$ cat config.mk
export PLATFORM = sky130hd
export DESIGN_NAME = at16_seq_ctrl_flat
export DESIGN_NICKNAME = d
export VERILOG_FILES = /design/src/rtl/at16_seq_ctrl_if.sv /design/src/rtl/at16_seq_ctrl.sv /design/src/flat_wrapper.sv
export SDC_FILE = /design/constraint.sdc
export NUM_CORES = 1
export LEC_CHECK = 0
export ABC_AREA = 1
export CAP_MARGIN = 10
export CORE_UTILIZATION = 58
export CTS_BUF_LIST = sky130_fd_sc_hd__clkbuf_8
export DETAILED_ROUTE_END_ITERATION = 12
export PLACE_DENSITY_LB_ADDON = 0.05
export REMOVE_ABC_BUFFERS = 1
export SYNTH_ARGS = -nofsm -noshare
export SYNTH_HDL_FRONTEND = slang
export SYNTH_SLANG_ARGS = --single-unit
$ cat constraint.sdc
create_clock -name clk -period 6.3 [get_ports clk]
set_clock_uncertainty 0.1 [all_clocks]
set_input_delay 0.945 -clock clk [delete_from_list [all_inputs] [get_ports clk]]
set_output_delay 0.945 -clock clk [all_outputs]
set_load 0.005 [all_outputs]
$ cat src/rtl/at16_seq_ctrl_if.sv
// Bundle between the at16 sequencer and its datapath/operand buffers.
//
// Operand handshake: src_valid is the buffer's "valid" for the chunk at
// rd_addr; the sequencer is "ready" only while it is walking a job. A chunk
// transfers in exactly the cycle where both hold, and rd_en marks that cycle.
// src_valid may drop at any time; the sequencer then inserts a zero bubble
// (op_gate=0) and re-presents the same rd_addr next cycle.
interface at16_seq_ctrl_if #(
  parameter int CHUNK_W = 8,
  parameter int OUT_W   = 16,
  parameter int ADDR_W  = 12
);
  logic               start;
  logic [CHUNK_W-1:0] cfg_chunks;
  logic [OUT_W-1:0]   cfg_outputs;
  logic [2:0]         cfg_u;
  logic               src_valid;
  logic [ADDR_W-1:0]  rd_addr;
  logic               rd_en;
  logic               op_gate;
  logic               load_sig;
  logic [2:0]         u_out;
  logic               out_valid;
  logic [OUT_W-1:0]   out_idx;
  logic               busy;
  logic               done;
  logic [1:0]         dbg_state;

  modport master (
    input  start, cfg_chunks, cfg_outputs, cfg_u, src_valid,
    output rd_addr, rd_en, op_gate, load_sig, u_out, out_valid, out_idx,
           busy, done, dbg_state
  );

  modport slave (
    output start, cfg_chunks, cfg_outputs, cfg_u, src_valid,
    input  rd_addr, rd_en, op_gate, load_sig, u_out, out_valid, out_idx,
           busy, done, dbg_state
  );
endinterface

$ cat src/rtl/at16_seq_ctrl.sv
// Sequencer for the 16-lane multiply / 3:1 adder tree / accumulator datapath.
// Walks each output through its input-channel chunks, issues operand buffer
// reads, and carries a tag alongside each issued chunk so that the
// accumulator load and output-valid strobes line up with the tree pipeline.
module at16_seq_ctrl #(
  parameter int PIPE_LAT = 3,
  parameter int CHUNK_W  = 8,
  parameter int OUT_W    = 16,
  parameter int ADDR_W   = 12
) (
  input  logic            clk,
  input  logic            rst,
  at16_seq_ctrl_if.master bus
);

  typedef enum logic [1:0] {
    IDLE  = 2'd0,
    RUN   = 2'd1,
    DRAIN = 2'd2
  } state_e;

  // One tag per cycle travels with the operands through the tree stages.
  typedef struct packed {
    logic             v;
    logic             first;
    logic             last;
    logic [OUT_W-1:0] idx;
  } tag_t;

  state_e             state_q, state_d;
  logic [CHUNK_W-1:0] n_chunks_q, n_chunks_d;
  logic [OUT_W-1:0]   n_outputs_q, n_outputs_d;
  logic [CHUNK_W-1:0] chunk_cnt_q, chunk_cnt_d;
  logic [OUT_W-1:0]   out_cnt_q, out_cnt_d;
  logic [ADDR_W-1:0]  rd_addr_q, rd_addr_d;
  logic [2:0]         u_q, u_d;
  logic               busy_q, busy_d;
  logic               done_q, done_d;
  logic               out_valid_q, out_valid_d;
  logic [OUT_W-1:0]   out_idx_q, out_idx_d;
  tag_t               pipe_q [PIPE_LAT];
  tag_t               pipe_d [PIPE_LAT];

  logic issue;
  logic chunk_last;
  logic out_last;
  logic pipe_busy;
  tag_t tag_in;

  // Next-state logic: job walk, tag pipe shift and output strobe staging.
  always_comb begin
    state_d     = state_q;
    n_chunks_d  = n_chunks_q;
    n_outputs_d = n_outputs_q;
    chunk_cnt_d = chunk_cnt_q;
    out_cnt_d   = out_cnt_q;
    rd_addr_d   = rd_addr_q;
    u_d         = u_q;
    busy_d      = busy_q;
    done_d      = 1'b0;

    issue      = (state_q == RUN) && bus.src_valid;
    chunk_last = (chunk_cnt_q == n_chunks_q - CHUNK_W'(1));
    out_last   = (out_cnt_q == n_outputs_q - OUT_W'(1));

    pipe_busy = 1'b0;
    for (int i = 0; i < PIPE_LAT; i++) begin
      pipe_busy = pipe_busy | pipe_q[i].v;
    end

    // A non-issued cycle pushes v=0: the gated zero product adds nothing.
    tag_in = '0;
    if (issue) begin
      tag_in.v     = 1'b1;
      tag_in.first = (chunk_cnt_q == '0);
      tag_in.last  = chunk_last;
      tag_in.idx   = out_cnt_q;
    end
    pipe_d[0] = tag_in;
    for (int i = 1; i < PIPE_LAT; i++) begin
      pipe_d[i] = pipe_q[i-1];
    end

    // The completed sum is visible one cycle after its last partial lands.
    out_valid_d = pipe_q[PIPE_LAT-1].v & pipe_q[PIPE_LAT-1].last;
    out_idx_d   = out_valid_d ? pipe_q[PIPE_LAT-1].idx : '0;

    case (state_q)
      IDLE: begin
        if (bus.start) begin
          if (bus.cfg_outputs != '0) begin
            n_chunks_d  = (bus.cfg_chunks == '0) ? CHUNK_W'(1) : bus.cfg_chunks;
            n_outputs_d = bus.cfg_outputs;
            u_d         = bus.cfg_u;
            chunk_cnt_d = '0;
            out_cnt_d   = '0;
            rd_addr_d   = '0;
            busy_d      = 1'b1;
            state_d     = RUN;
          end else begin
            // Empty job: acknowledge immediately without ever going busy.
            done_d = 1'b1;
          end
        end
      end
      RUN: begin
        if (issue) begin
          rd_addr_d = rd_addr_q + ADDR_W'(1);
          if (chunk_last) begin
            chunk_cnt_d = '0;
            out_cnt_d   = out_cnt_q + OUT_W'(1);
            if (out_last) begin
              state_d = DRAIN;
            end
          end else begin
            chunk_cnt_d = chunk_cnt_q + CHUNK_W'(1);
          end
        end
      end
      DRAIN: begin
        // Once no live tag is left in the tree stages, the final out_valid
        // is either on the outputs now or already gone.
        if (!pipe_busy) begin
          done_d  = 1'b1;
          busy_d  = 1'b0;
          state_d = IDLE;
        end
      end
      default: begin
        state_d = IDLE;
      end
    endcase
  end

  // State and output registers; reset aborts any job without a done pulse.
  always_ff @(posedge clk or posedge rst) begin
    if (rst) begin
      state_q     <= IDLE;
      n_chunks_q  <= '0;
      n_outputs_q <= '0;
      chunk_cnt_q <= '0;
      out_cnt_q   <= '0;
      rd_addr_q   <= '0;
      u_q         <= '0;
      busy_q      <= 1'b0;
      done_q      <= 1'b0;
      out_valid_q <= 1'b0;
      out_idx_q   <= '0;
      for (int i = 0; i < PIPE_LAT; i++) begin
        pipe_q[i] <= '0;
      end
    end else begin
      state_q     <= state_d;
      n_chunks_q  <= n_chunks_d;
      n_outputs_q <= n_outputs_d;
      chunk_cnt_q <= chunk_cnt_d;
      out_cnt_q   <= out_cnt_d;
      rd_addr_q   <= rd_addr_d;
      u_q         <= u_d;
      busy_q      <= busy_d;
      done_q      <= done_d;
      out_valid_q <= out_valid_d;
      out_idx_q   <= out_idx_d;
      for (int i = 0; i < PIPE_LAT; i++) begin
        pipe_q[i] <= pipe_d[i];
      end
    end
  end

  // Output drive: issue strobes follow src_valid directly while running.
  always_comb begin
    bus.rd_addr   = rd_addr_q;
    bus.rd_en     = issue;
    bus.op_gate   = issue;
    bus.load_sig  = pipe_q[PIPE_LAT-1].v & pipe_q[PIPE_LAT-1].first;
    bus.u_out     = u_q;
    bus.out_valid = out_valid_q;
    bus.out_idx   = out_idx_q;
    bus.busy      = busy_q;
    bus.done      = done_q;
    bus.dbg_state = state_q;
  end

endmodule

$ cat src/flat_wrapper.sv
// flat-port wrapper written by rule: the top's interface ports become plain ports
module at16_seq_ctrl_flat 
#(
  parameter int PIPE_LAT = 3,
  parameter int CHUNK_W  = 8,
  parameter int OUT_W    = 16,
  parameter int ADDR_W   = 12
)
  (clk, rst, bus_start, bus_cfg_chunks, bus_cfg_outputs, bus_cfg_u, bus_src_valid, bus_rd_addr, bus_rd_en, bus_op_gate, bus_load_sig, bus_u_out, bus_out_valid, bus_out_idx, bus_busy, bus_done, bus_dbg_state);
  at16_seq_ctrl_if #(.CHUNK_W(CHUNK_W), .OUT_W(OUT_W), .ADDR_W(ADDR_W)) bus_i ();
  input  logic clk;
  input  logic rst;
  input wire logic [$bits(bus_i.start)-1:0] bus_start;
  input wire logic [$bits(bus_i.cfg_chunks)-1:0] bus_cfg_chunks;
  input wire logic [$bits(bus_i.cfg_outputs)-1:0] bus_cfg_outputs;
  input wire logic [$bits(bus_i.cfg_u)-1:0] bus_cfg_u;
  input wire logic [$bits(bus_i.src_valid)-1:0] bus_src_valid;
  output wire logic [$bits(bus_i.rd_addr)-1:0] bus_rd_addr;
  output wire logic [$bits(bus_i.rd_en)-1:0] bus_rd_en;
  output wire logic [$bits(bus_i.op_gate)-1:0] bus_op_gate;
  output wire logic [$bits(bus_i.load_sig)-1:0] bus_load_sig;
  output wire logic [$bits(bus_i.u_out)-1:0] bus_u_out;
  output wire logic [$bits(bus_i.out_valid)-1:0] bus_out_valid;
  output wire logic [$bits(bus_i.out_idx)-1:0] bus_out_idx;
  output wire logic [$bits(bus_i.busy)-1:0] bus_busy;
  output wire logic [$bits(bus_i.done)-1:0] bus_done;
  output wire logic [$bits(bus_i.dbg_state)-1:0] bus_dbg_state;
  assign bus_i.start = bus_start;
  assign bus_i.cfg_chunks = bus_cfg_chunks;
  assign bus_i.cfg_outputs = bus_cfg_outputs;
  assign bus_i.cfg_u = bus_cfg_u;
  assign bus_i.src_valid = bus_src_valid;
  assign bus_rd_addr = bus_i.rd_addr;
  assign bus_rd_en = bus_i.rd_en;
  assign bus_op_gate = bus_i.op_gate;
  assign bus_load_sig = bus_i.load_sig;
  assign bus_u_out = bus_i.u_out;
  assign bus_out_valid = bus_i.out_valid;
  assign bus_out_idx = bus_i.out_idx;
  assign bus_busy = bus_i.busy;
  assign bus_done = bus_i.done;
  assign bus_dbg_state = bus_i.dbg_state;
  at16_seq_ctrl #(.PIPE_LAT(PIPE_LAT), .CHUNK_W(CHUNK_W), .OUT_W(OUT_W), .ADDR_W(ADDR_W)) u_core (.clk(clk), .rst(rst), .bus(bus_i));
endmodule
==> results.cfg <==
[outcome]
outcome = finished clean

[route]
drt_iter0_markers = 201
wl_mm = 12.0
drt_first_pass_iters = 4
drc = 0
num_vias = 4783
routedWlPerCell_um = 12.7
postRouteAntennaNets = 0
viasPerCell = 5.06

[global_route]
grt_max_degree = 101
antenna_found_initial = 0
grt_pass1_wl_mm = 20.9
grtUsageTotal_pct = 23.6
grt_overflow = 0
grt_pass1_vias = 4543

[clock_network]
cts_sinks = 141
cts_setup_buffers = 0
cts_tree = yes
post_cts_resize_count = 0
htreeDepth = 4
cts_buffers = 17
cts.clk_slew.worst_paths_ns = 0.08
postCtsHoldBufs = 0
clock_path_buffers = 2
root_buffer = clkbuf_8
clk_latency_ns = 0.45

[placed_design]
portBuffers = 69
dpl.hpwl_mm = 8.68
placed_area_sq_um = 7200
place_congestion = 0.859

[power]
power_switching_mw = 1.03
comb_power_share_pct = 31.1
clockPowerShare_pct = 23.7
peakVddDrop_v = 0.000178
p_per_area_nw_per_um2 = 362
pwr-share-seq_pct = 45.2
switching_share_pct = 37.7
power.leakage_nw = 3.65
intPower_mw = 1.71

[sta]
fin_setup_tns_ns = 0
period_needed_ns = 3.36
tightest_slew_ns = 1.05
maxSlewViolCount = 0
setup_viol = 0
hold_viol = 0
period_share_pct = 53.3
fmax_ghz = 0.298
rsz0062_at_grt = no
relSlewSlack_pct = 29.6

[die]
ios = 70
initial_core_util_pct = 59.3
die_w_um = 107
rows = 38
core_sq_um = 10800
die_area_sq_um = 11500
die_h_um = 107

[final_layout]
final_cell_mix = 157 x nand2_1, 141 x dfrtp_1, 108 x inv_1
stdcell_area_sq_um = 7560
ff_latch_area_sq_um = 3530
drive_gt1_share_pct = 7.95
diodes = 0
multi_input_area_sq_um = 2360
area_delta_synth_final_pct = 17.6
final_nets = 829
fill_cells = 864
layout_commonest_cell = nand2_1

[worst_setup_path]
critical_path_required_ns = 6.57
cp_top_family = simple AND/OR/NAND/NOR gates
critPathMaxStageDelay_ns = 0.78
crit_chain = clkdlybuf4s50_1 > inv_1 > nand4_1 > nor2_1 > nand2_1 > nand2_1 > nand2_8 > nand2_4 > o21ai_0 > a21oi_1
worstSetupPathType = input pin to register
path_common_cell = nand2_1
cp.arrival_ns = 3.63
slowest_stage = nand2_1
crit_path_start_kind = input pin
worst-path-max-fanout = 37
endpoint_kind = register
crit_buf_inv = 2

[synthesis]
ys_seq_area_share_pct = 54.9
synth_area_leaders = dfrtp_1 55%, nand2_1 9.2%, inv_1 6.3%, nor2_1 4.5%, xor2_1 4.1%
yosys.area.top_type_share_pct = 54.9
synth-seq-cells = 141
netlist_area_sq_um = 6430
yosysTopAreaCell = dfrtp_1
synth_cell_type_count = 37
synth_cells = 722
synth.avg_cell_area_sq_um = 8.91
yosys_warnings = 0

[worst_hold_path]
hold_path_class = register to register

[flow_run]
cap_viol_max_count = 0
-- Yosys cell counts, drive strengths merged --
master	number
nand2	161
dfrtp	141
inv	113
nor2	83
nand3	42
o21ai	40
xor2	30
nand4	16
nor3	15
o31ai	14
a21oi	13
buf	10
clkbuf	10
xnor2	10
ha	6
nor4	6
and3	4
nand3b	2
and2	1
clkinv	1
nor3b	1
o21a	1
o21bai	1
o22ai	1
-- cell families after synthesis --
logic type,after synthesis,share of synthesized area (%)
buf+inv,134,8.46
compound gates,70,7.10
simple gates,331,23.0
xor+xnor,40,5.45
flops,141,54.9
fa+ha+maj,6,1.17
-- layout make-up --
type | instances | share of cell area, %
Sequential cell | 141 | 46.7
Multi-Input combinational cell | 447 | 31.2
Timing Repair Buffer | 71 | 9.33
Inverter | 114 | 5.76
Clock buffer | 18 | 3.28
Tap cell | 140 | 2.32
Clock inverter | 14 | 1.46
-- power by group through the flow --
stage / registers [mW] / clock network, mW / logic (mW)
final: 1.24 / 0.649 / 0.853
after floorplan: 1.21 / 0 / 0.637
after global placement: 1.25 / 0 / 0.827
after global routing: 1.26 / 0.707 / 0.987
after detailed placement: 1.25 / 0 / 0.853
after CTS: 1.24 / 0.667 / 0.860
-- sequential cells by signal (all words and copies together), names as in the netlist --
register,cells
u_core.bus.busy,1
u_core.bus.dbg_state,2
u_core.bus.done,1
u_core.bus.out_idx,16
u_core.bus.out_valid,1
u_core.bus.rd_addr,12
u_core.bus.u_out,3
u_core.chunk_cnt_q,8
u_core.n_chunks_q,8
u_core.n_outputs_q,16
u_core.out_cnt_q,16
u_core.pipe_d,38
u_core.pipe_q,19
-- metrics by stage --
step | cells | setup slack [ns] | utilization (%) | hold WS [ns] | total power, mW
2_1_floorplan | 702 | 1.47 | - | 0.231 | 1.85
3_3_place_gp | 913 | 2.60 | 66.4 | 0.231 | 2.08
3_5_place_dp | 913 | 2.48 | 66.4 | 0.235 | 2.11
4_1_cts | 945 | 2.94 | 69.7 | 0.247 | 2.76
5_1_grt | 945 | 2.67 | 69.7 | 0.248 | 2.96
6_report | 945 | 2.94 | 69.7 | 0.247 | 2.74
-- routing by layer --
| layer | up-vias | share of wire [%] | GRT usage [%] |
|---|---|---|---|
| li1 | 2396 | - | - |
| met1 | 2271 | 47 | 32.4 |
| met2 | 97 | 47 | 36.5 |
| met3 | 19 | 3.8 | 5.45 |
| met4 | 0 | 1.8 | 9.59 |
| met5 | - | 0 | 0 |
-- final timing paths --
path                       depth (start not counted)                     from  slack (ns)                     to
hold reg to reg                                    0         u_core.pipe_d[1]        0.25       u_core.pipe_q[1]
hold / removal                                     0         u_core.pipe_d[1]        0.25       u_core.pipe_q[1]
setup / recovery                                  10      bus_cfg_outputs[14]        2.94  u_core.chunk_cnt_q[6]
setup reg to reg                                   5  u_core.bus.dbg_state[1]        3.64   u_core.out_cnt_q[14]
min in group asynchronous                          2                      rst        0.96      u_core.pipe_d[17]
max in group asynchronous                          3                      rst        4.09    u_core.out_cnt_q[1]
Note: power is estimated with default switching activity, not from simulation.
